===== src/rtl/bcd_pkg.sv =====
// bcd_pkg: shared types and constants for the sequential binary-to-BCD converter.
package bcd_pkg;
  typedef enum logic [1:0] {IDLE, SHIFT, DONE} bcd_state_t;
  localparam logic [3:0] ADD3_THRESH = 4'd5;
  localparam logic [3:0] ADD3_VAL = 4'd3;
  function automatic bit digits_ok(input int w, input int d, input bit sgn);
    longint p;
    longint lim;
    p = 1;
    for (int i = 0; i < d; i++) p = p * 10;
    lim = sgn ? (longint'(1) << (w - 1)) : (longint'(1) << w) - 1;
    return p > lim;
  endfunction
endpackage


===== src/rtl/bcd_dabble_step.sv =====
// bcd_dabble_step: one double-dabble iteration, add-3 on every digit >= 5 then shift {bcd,sr} left.
module bcd_dabble_step import bcd_pkg::*; #(
  parameter int W = 8,
  parameter int D = 3
) (
  input  logic [4*D+W-1:0] din,
  output logic [4*D+W-1:0] dout
);
  logic [4*D-1:0] adj;
  for (genvar g = 0; g < D; g++) begin : g_dig
    assign adj[4*g+:4] = din[W+4*g+:4] >= ADD3_THRESH ? din[W+4*g+:4] + ADD3_VAL : din[W+4*g+:4];
  end
  assign dout = {adj, din[W-1:0]} << 1;
endmodule


===== src/rtl/bin2bcd_seq_ctrl.sv =====
// bin2bcd_seq_ctrl: valid/ready sequential binary-to-BCD converter, one dabble step per clock.
// Define BCD_SIGN_EN to treat in_data as two's complement and report the sign on out_neg.
module bin2bcd_seq_ctrl import bcd_pkg::*; #(
  parameter int W = 8,
  parameter int D = 3
) (
  input  logic           clk,
  input  logic           rst_n,
  input  logic           in_valid,
  output logic           in_ready,
  input  logic [W-1:0]   in_data,
  output logic           out_valid,
  input  logic           out_ready,
  output logic [4*D-1:0] out_bcd,
  output logic           out_neg
);
  localparam int CW = $clog2(W + 1);
`ifdef BCD_SIGN_EN
  localparam bit SGN = 1'b1;
`else
  localparam bit SGN = 1'b0;
`endif
  if (!digits_ok(W, D, SGN)) begin : g_cap
    $error("bin2bcd_seq_ctrl: D too small for W");
  end
  bcd_state_t state;
  logic [CW-1:0] cnt;
  logic [4*D-1:0] bcd;
  logic [W-1:0] sr;
  logic [W-1:0] mag;
  logic neg;
  logic [4*D+W-1:0] nxt;
  bcd_dabble_step #(.W(W), .D(D)) u_step (.din({bcd, sr}), .dout(nxt));
`ifdef BCD_SIGN_EN
  // -(-2**(W-1)) wraps to itself, which read as unsigned is the correct magnitude
  assign neg = in_data[W-1];
  assign mag = neg ? -in_data : in_data;
`else
  assign neg = 1'b0;
  assign mag = in_data;
`endif
  always_ff @(posedge clk or negedge rst_n) begin
    if (!rst_n) begin
      state <= IDLE;
      in_ready <= 1'b0;
      out_valid <= 1'b0;
      out_bcd <= '0;
      out_neg <= 1'b0;
      cnt <= '0;
      bcd <= '0;
      sr <= '0;
    end else begin
      case (state)
        IDLE: begin
          in_ready <= 1'b1;
          if (in_valid && in_ready) begin
            sr <= mag;
            bcd <= '0;
            cnt <= CW'(W);
            out_neg <= neg;
            in_ready <= 1'b0;
            state <= SHIFT;
          end
        end
        SHIFT: begin
          {bcd, sr} <= nxt;
          cnt <= cnt - 1'b1;
          if (cnt == CW'(1)) begin
            out_bcd <= nxt[4*D+W-1:W];
            out_valid <= 1'b1;
            state <= DONE;
          end
        end
        DONE: begin
          if (out_ready) begin
            out_valid <= 1'b0;
            in_ready <= 1'b1;
            state <= IDLE;
          end
        end
        default: state <= IDLE;
      endcase
    end
  end
endmodule


===== config.mk =====
export PLATFORM = sky130hd
export DESIGN_NAME = bin2bcd_seq_ctrl
export DESIGN_NICKNAME = d
export VERILOG_FILES = /design/src/rtl/bcd_pkg.sv /design/src/rtl/bcd_dabble_step.sv /design/src/rtl/bin2bcd_seq_ctrl.sv
export SDC_FILE = /design/constraint.sdc
export NUM_CORES = 1
export LEC_CHECK = 0
export BUFFER_PORTS_ARGS = -buffer_cell sky130_fd_sc_hd__buf_4
export CORE_MARGIN = 2
export CORE_UTILIZATION = 56
export DETAILED_ROUTE_END_ITERATION = 10
export GPL_TIMING_DRIVEN = 0
export PLACE_DENSITY = 0.78
export SLEW_MARGIN = 20
export SYNTH_ARGS = -nofsm -noshare
export SYNTH_HDL_FRONTEND = slang
export SYNTH_SLANG_ARGS = --single-unit
export TNS_END_PERCENT = 5

===== constraint.sdc =====
create_clock -name clk -period 1.95 [get_ports clk]
set_clock_uncertainty 0.2 [all_clocks]
set_input_delay 0 -clock clk [delete_from_list [all_inputs] [get_ports clk]]
set_output_delay 0 -clock clk [all_outputs]
set_load 0.02 [all_outputs]

; Yosys cells after proc, flatten, opt, wreduce, memory -nomap -nowiden
; Cells that the tools add are included.
[totals]
regBits = 40
latch_bits = 0
ram_bits = 0
romBits = 0
inputBits = 12
output_inout_bits = 15
wordCells = 49
mem_count = 0
[classes]
addsub = 4
n_mul = 0
n_div = 0
order_cmp = 3
n_eq_ne = 6
shift = 0
n_mux = 19
bitwise_logic = 0
n_reduce_logical = 10
[op_table]
columns = op, count
row1 = $pmux 12 s2, 1
row2 = $pmux 8 s2, 1
row3 = $ge 4x3->1 const B, 3
row4 = $mux 12, 1
row5 = $mux 4, 3
row6 = $add 4x2->4 const B, 2
row7 = $mux 8, 1
row8 = $pmux 4 s2, 1
row9 = $mux 2, 3
row10 = $ne 2x2->1 const B, 3
row11 = $pmux 2 s3, 1
row12 = $reduce_and 2->1, 3
row13 = $reduce_and 3->1, 2
row14 = $reduce_bool 2->1, 3
row15 = $eq 4x1->1 const B, 1
row16 = $mux 1, 4
row17 = $pmux 1 s2, 2
row18 = $sub 4x1->4 const B, 1
row19 = $add 3x2->3 const B, 1
row20 = $mux 3, 1
row21 = $eq 2x1->1 const B, 1
row22 = $eq 2x2->1 const B, 1
row23 = $logic_not 2->1, 1
row24 = $logic_and 1x1->1, 1

; Depth between registers and ports, before layout
[depth]
ltp_word = 3
ltp_mapped = 7
depth_no_buf = 6

; By module
; Synthesis repeated with hierarchy kept, for this count alone.
[unflattened]
hier_cells = 182
area_unflattened_um2 = 2021.9
[by_module_without_submodules]
columns = module, n_inst, cells_per_inst, area_each_um2, seq_area_each_um2
row1 = bin2bcd_seq_ctrl, 1, 128, 1666.6, 1001.0
row2 = bcd_dabble_step, 1, 54, 355.3, 0.0

; Least setup slack after synthesis
; OpenSTA, ideal clock, no wires.
[synth_timing]
kind = reg2reg
startpoint = register bcd[0]
endpoint = register out_bcd[2]
setup_time_ns = 0.125
arrival_ns = 1.355
required_time_ns = 1.625
slack_ns = 0.270
path_stages_with_launch = 7
path_buffers = 0
period_less_slack_ns = 1.680
path_cell_list = dfrtp_1 > inv_1 > ha_1 > nand2b_1 > a21oi_1 > mux2i_1 > mux2_2
[synth_between]
elab_chain_len = 2
word_cells_on_any_way = 3
classes_between = add/sub: 1 / order compare: 1 / mux: 1
[synth_lines]
columns = item, line_no
row1 = from (decl), bin2bcd_seq_ctrl.sv:28  ; logic [4*D-1:0] bcd;
row2 = from (signal assigned), bin2bcd_seq_ctrl.sv:66  ; {bcd, sr} <= nxt;
row3 = $add 4x2->4 / $ge 4x3->1 (equally long branches), bcd_dabble_step.sv:11  ; assign adj[4*g+:4] = din[W+4*g+:4] >= ADD3_THRESH ? din[W+4*g+:4] + ADD3_VAL : din[W+4*g+:4];
row4 = $mux 4 *, bcd_dabble_step.sv:11
row5 = to (signal assigned), bin2bcd_seq_ctrl.sv:69  ; out_bcd <= nxt[4*D+W-1:W];
row6 = to (decl), bin2bcd_seq_ctrl.sv:14  ; output logic [4*D-1:0] out_bcd,
; Every way passes the cells marked *; elsewhere a longest branch is shown, timed or not.
; A chain may end at the register's enable or synchronous reset.

; Final worst setup path
; Ends and elaborated chain as after synthesis.

==> impl_metrics.toml <==
[clock_network]
clk_pin_slew_ns = 0.12
insertion_delay_ns = 0.35
clkSinkCount = 40
root_buffer = "clkbuf_4"
cts_buffers = 5
clockBufferDepth = 2
htree_num_levels = 2
cts_tree = "done"

[critical_path]
slowest_stage = "dfrtp_1"
reg2reg_slack_ns = 0.13
crit_type = "reg -> reg"
critPathBufInv = 1
required_ns = 2.00
startpoint_type = "flip-flop"
rr_startpoint = "bcd[0]"
critical_path.max_fanout = 5
reg2reg_depth = 6
cp-end-kind = "flip-flop"
worstPathCellList = "inv_1 -> ha_1 -> nand2b_1 -> a21oi_2 -> mux2i_1 -> mux2_2"
worstPathArrival_ns = 1.87
r2r_end = "out_bcd[2]"
cpPeakStageDelay_ns = 0.44
crit_family = "flip-flops"

[floorplanning]
rows = 21
num_io_pins = 27
die_w_microns = 63.21
core_sq_um = 3363
die_y_microns = 63.21
die_area_sq_um = 3996
start_util_pct = 58.37

[yosys]
synth-simple-area-share_pct = 14.53
synth-adder-area-share_pct = 5.099
yosys_register_bits = 40
synth_top_family_by_area = "simple AND/OR/NAND/NOR gates"
muxShareOfSynthArea_pct = 7.967
avgSynthCellArea_sq_um = 10.28
syn-num-nets = 211
synth_xor_area_share_pct = 1.338
synth_cells = 191
ys_seq_area_share_pct = 50.99
synth_cell_types = 32
syn_area_sq_um = 1963
ys_async_sr_fraction_pct = 100.0
synth_enable_flop_cells = 0
synth-main-ff-cell = "dfrtp_1"
synth_compound_area_share_pct = 14.47
ys_warn_count = 0

[sta]
period_needed_ns = 1.820
period_share_pct = 93.34
fin_setup_tns_ns = 0
setup_violations = 0
hold_viol = 0
drv_slew = 0
fmax_mhz = 549.4
rsz0062_at_grt = "false"
whs_ns = 0.1986

[power_and_ir_drop]
power.leakage_uw = 0.001198
irDropWorstVdd_uv = 797.6
powerDensity_nw_per_um2 = 1643

[min_path]
min_path_type = "in -> reg"
worstHoldEndpoint = "out_valid"
worstHoldStart = "out_ready"
min_delay_path_depth = 3

[finish]
area_delta_synth_final_pct = 23.90
nets = 256
diodes = 0
fill_cells = 266
drive_gt1_share_pct = 20.68
final_cells = 283

[route]
drt-total-wl_microns = 3923
dr_total_vias = 1506
wl_per_cell_microns = 13.86
drt_iter0_markers = 92
dr.pass1.iters = 4
drc_errors = 0
vias_per_cell = 5.322
antenna_left = 0

[global_routing]
grt_pass1_vias = 1604
antenna_found_initial = 0
grt_usage_pct = 22.99
grt_overflow = 0
grt_max_degree = 41
grt_pass1_wl_microns = 7141

[placed_design]
gp_congestion = 0.8393
io_buffers = 25
place_hpwl_microns = 2600
dp.cells = 262

[outcome]
status = "complete, no violations"

[flow_run]
cap_violations = 0
[layout by cell type, fill, tap and decap left out, drive strengths merged, types with 2 or more instances in the layout]
| master | instances |
|---|---|
| nand2 | 30 |
| mux2 | 4 |
| mux2i | 10 |
| nor2b | 2 |
| ha | 8 |
| nor2 | 2 |
| nor3b | 6 |
| nand3 | 3 |
| dfrtp | 40 |
| dlygate4sd3 | 13 |
| a22oi | 2 |
| o31ai | 2 |
| nor3 | 4 |
| buf | 33 |
| a21oi | 12 |
| nand2b | 4 |
| clkbuf | 8 |
| o21ai | 29 |
| xnor2 | 3 |
| a22o | 4 |
| inv | 10 |
[final cells by class]
cell class	count	area (sq um)	share of cell area, %
flip-flops and latches	40	1001	41.15
clock inverters	2	38.79	1.595
multi-input cells	131	859.6	35.34
inverters	10	37.54	1.543
plain buffers	10	68.82	2.829
well taps	46	57.56	2.366
repair buffers	38	317.8	13.07
clock buffers	6	51.30	2.109
[cells in the mapped netlist, drive strengths merged, types with 3 or more instances]
| master | count | area (sq um) |
|---|---|---|
| inv | 10 | 37.54 |
| buf | 8 | 61.31 |
| o21ai | 29 | 145.1 |
| a22o | 4 | 35.03 |
| mux2i | 10 | 100.1 |
| ha | 8 | 100.1 |
| a21oi | 12 | 60.06 |
| xnor2 | 3 | 26.28 |
| mux2 | 4 | 56.30 |
| nor3b | 6 | 56.31 |
| dfrtp | 40 | 1001 |
| nand2 | 30 | 120.1 |
| nor3 | 4 | 20.02 |
| nand2b | 4 | 25.02 |
| nand3 | 3 | 15.01 |
[where the power goes]
part	leakage, uW	total, uW	internal (uW)	switching [uW]
clock network	0.0000484	586	307	279
logic	0.000651	1910	879	1030
registers	0.000498	1500	1200	301
[worst max path at each step]
stage / slack, ns / depth (start not counted) / from / endpoint
floorplan: 0.27 / 6 / bcd[0] / out_bcd[2]
global placement: 0.18 / 6 / bcd[0] / out_bcd[2]
detailed placement: 0.08 / 6 / bcd[0] / out_bcd[2]
CTS: 0.06 / 6 / bcd[0] / out_bcd[2]
global route: 0.005 / 6 / bcd[0] / out_bcd[2]
finish: 0.13 / 6 / bcd[0] / out_bcd[2]
[worst min-delay path, delay by kind of cell]
kind | cells | cell delay, ns
buffers and inverters | 2 | 0.63
AO/OA/AOI/OAI | 1 | 0.08
[logic make-up (layout without fill, tap and decap cells)]
logic type | count (synthesis) | count (layout)
AO/OA/AOI/OAI | 51 | 51
other | 1 | 1
adder cells (fa/ha/maj) | 8 | 8
XOR/XNOR | 3 | 3
flip-flops | 40 | 40
buffers and inverters | 20 | 66
multiplexers | 14 | 14
AND/OR/NAND/NOR | 54 | 54
[metal layers]
layer | wire length, microns | share of wire, % | global-route usage (%) | vias to the layer above
met3 | 181 | 4.6 | 6.250 | 8
met4 | 79 | 2.0 | 7.609 | 0
met2 | 1987 | 51 | 39.89 | 40
met1 | 1675 | 43 | 27.69 | 723
met5 | 0 | 0 | 0 | -
li1 | - | - | - | 735
[through the flow]
stage | total power, uW | area, sq um | util (%) | setup slack [ns]
after floorplan | 2817 | 1963 | - | 0.2698
after global placement | 3273 | 2208 | 65.66 | 0.1777
after detailed placement | 3379 | 2208 | 65.66 | 0.07508
after CTS | 4003 | 2429 | 72.21 | 0.05895
after global routing | 4349 | 2432 | 72.32 | 0.004881
final | 3996 | 2432 | 72.32 | 0.1299
[sequential cells by signal (all words and copies together) (netlist names)]
register	flops
in_ready	1
out_bcd	12
cnt	4
out_valid	1
state	2
bcd	12
sr	8
[what timing repair did]
item                       in CTS  in global routing
hold buffers                   13                  0
setup endpoints to repair       0                  3
resized for setup               0                  1
buffers inserted                0                  0
hold endpoints to repair       52                  0
No activity file was read; power rests on OpenSTA's default activity.
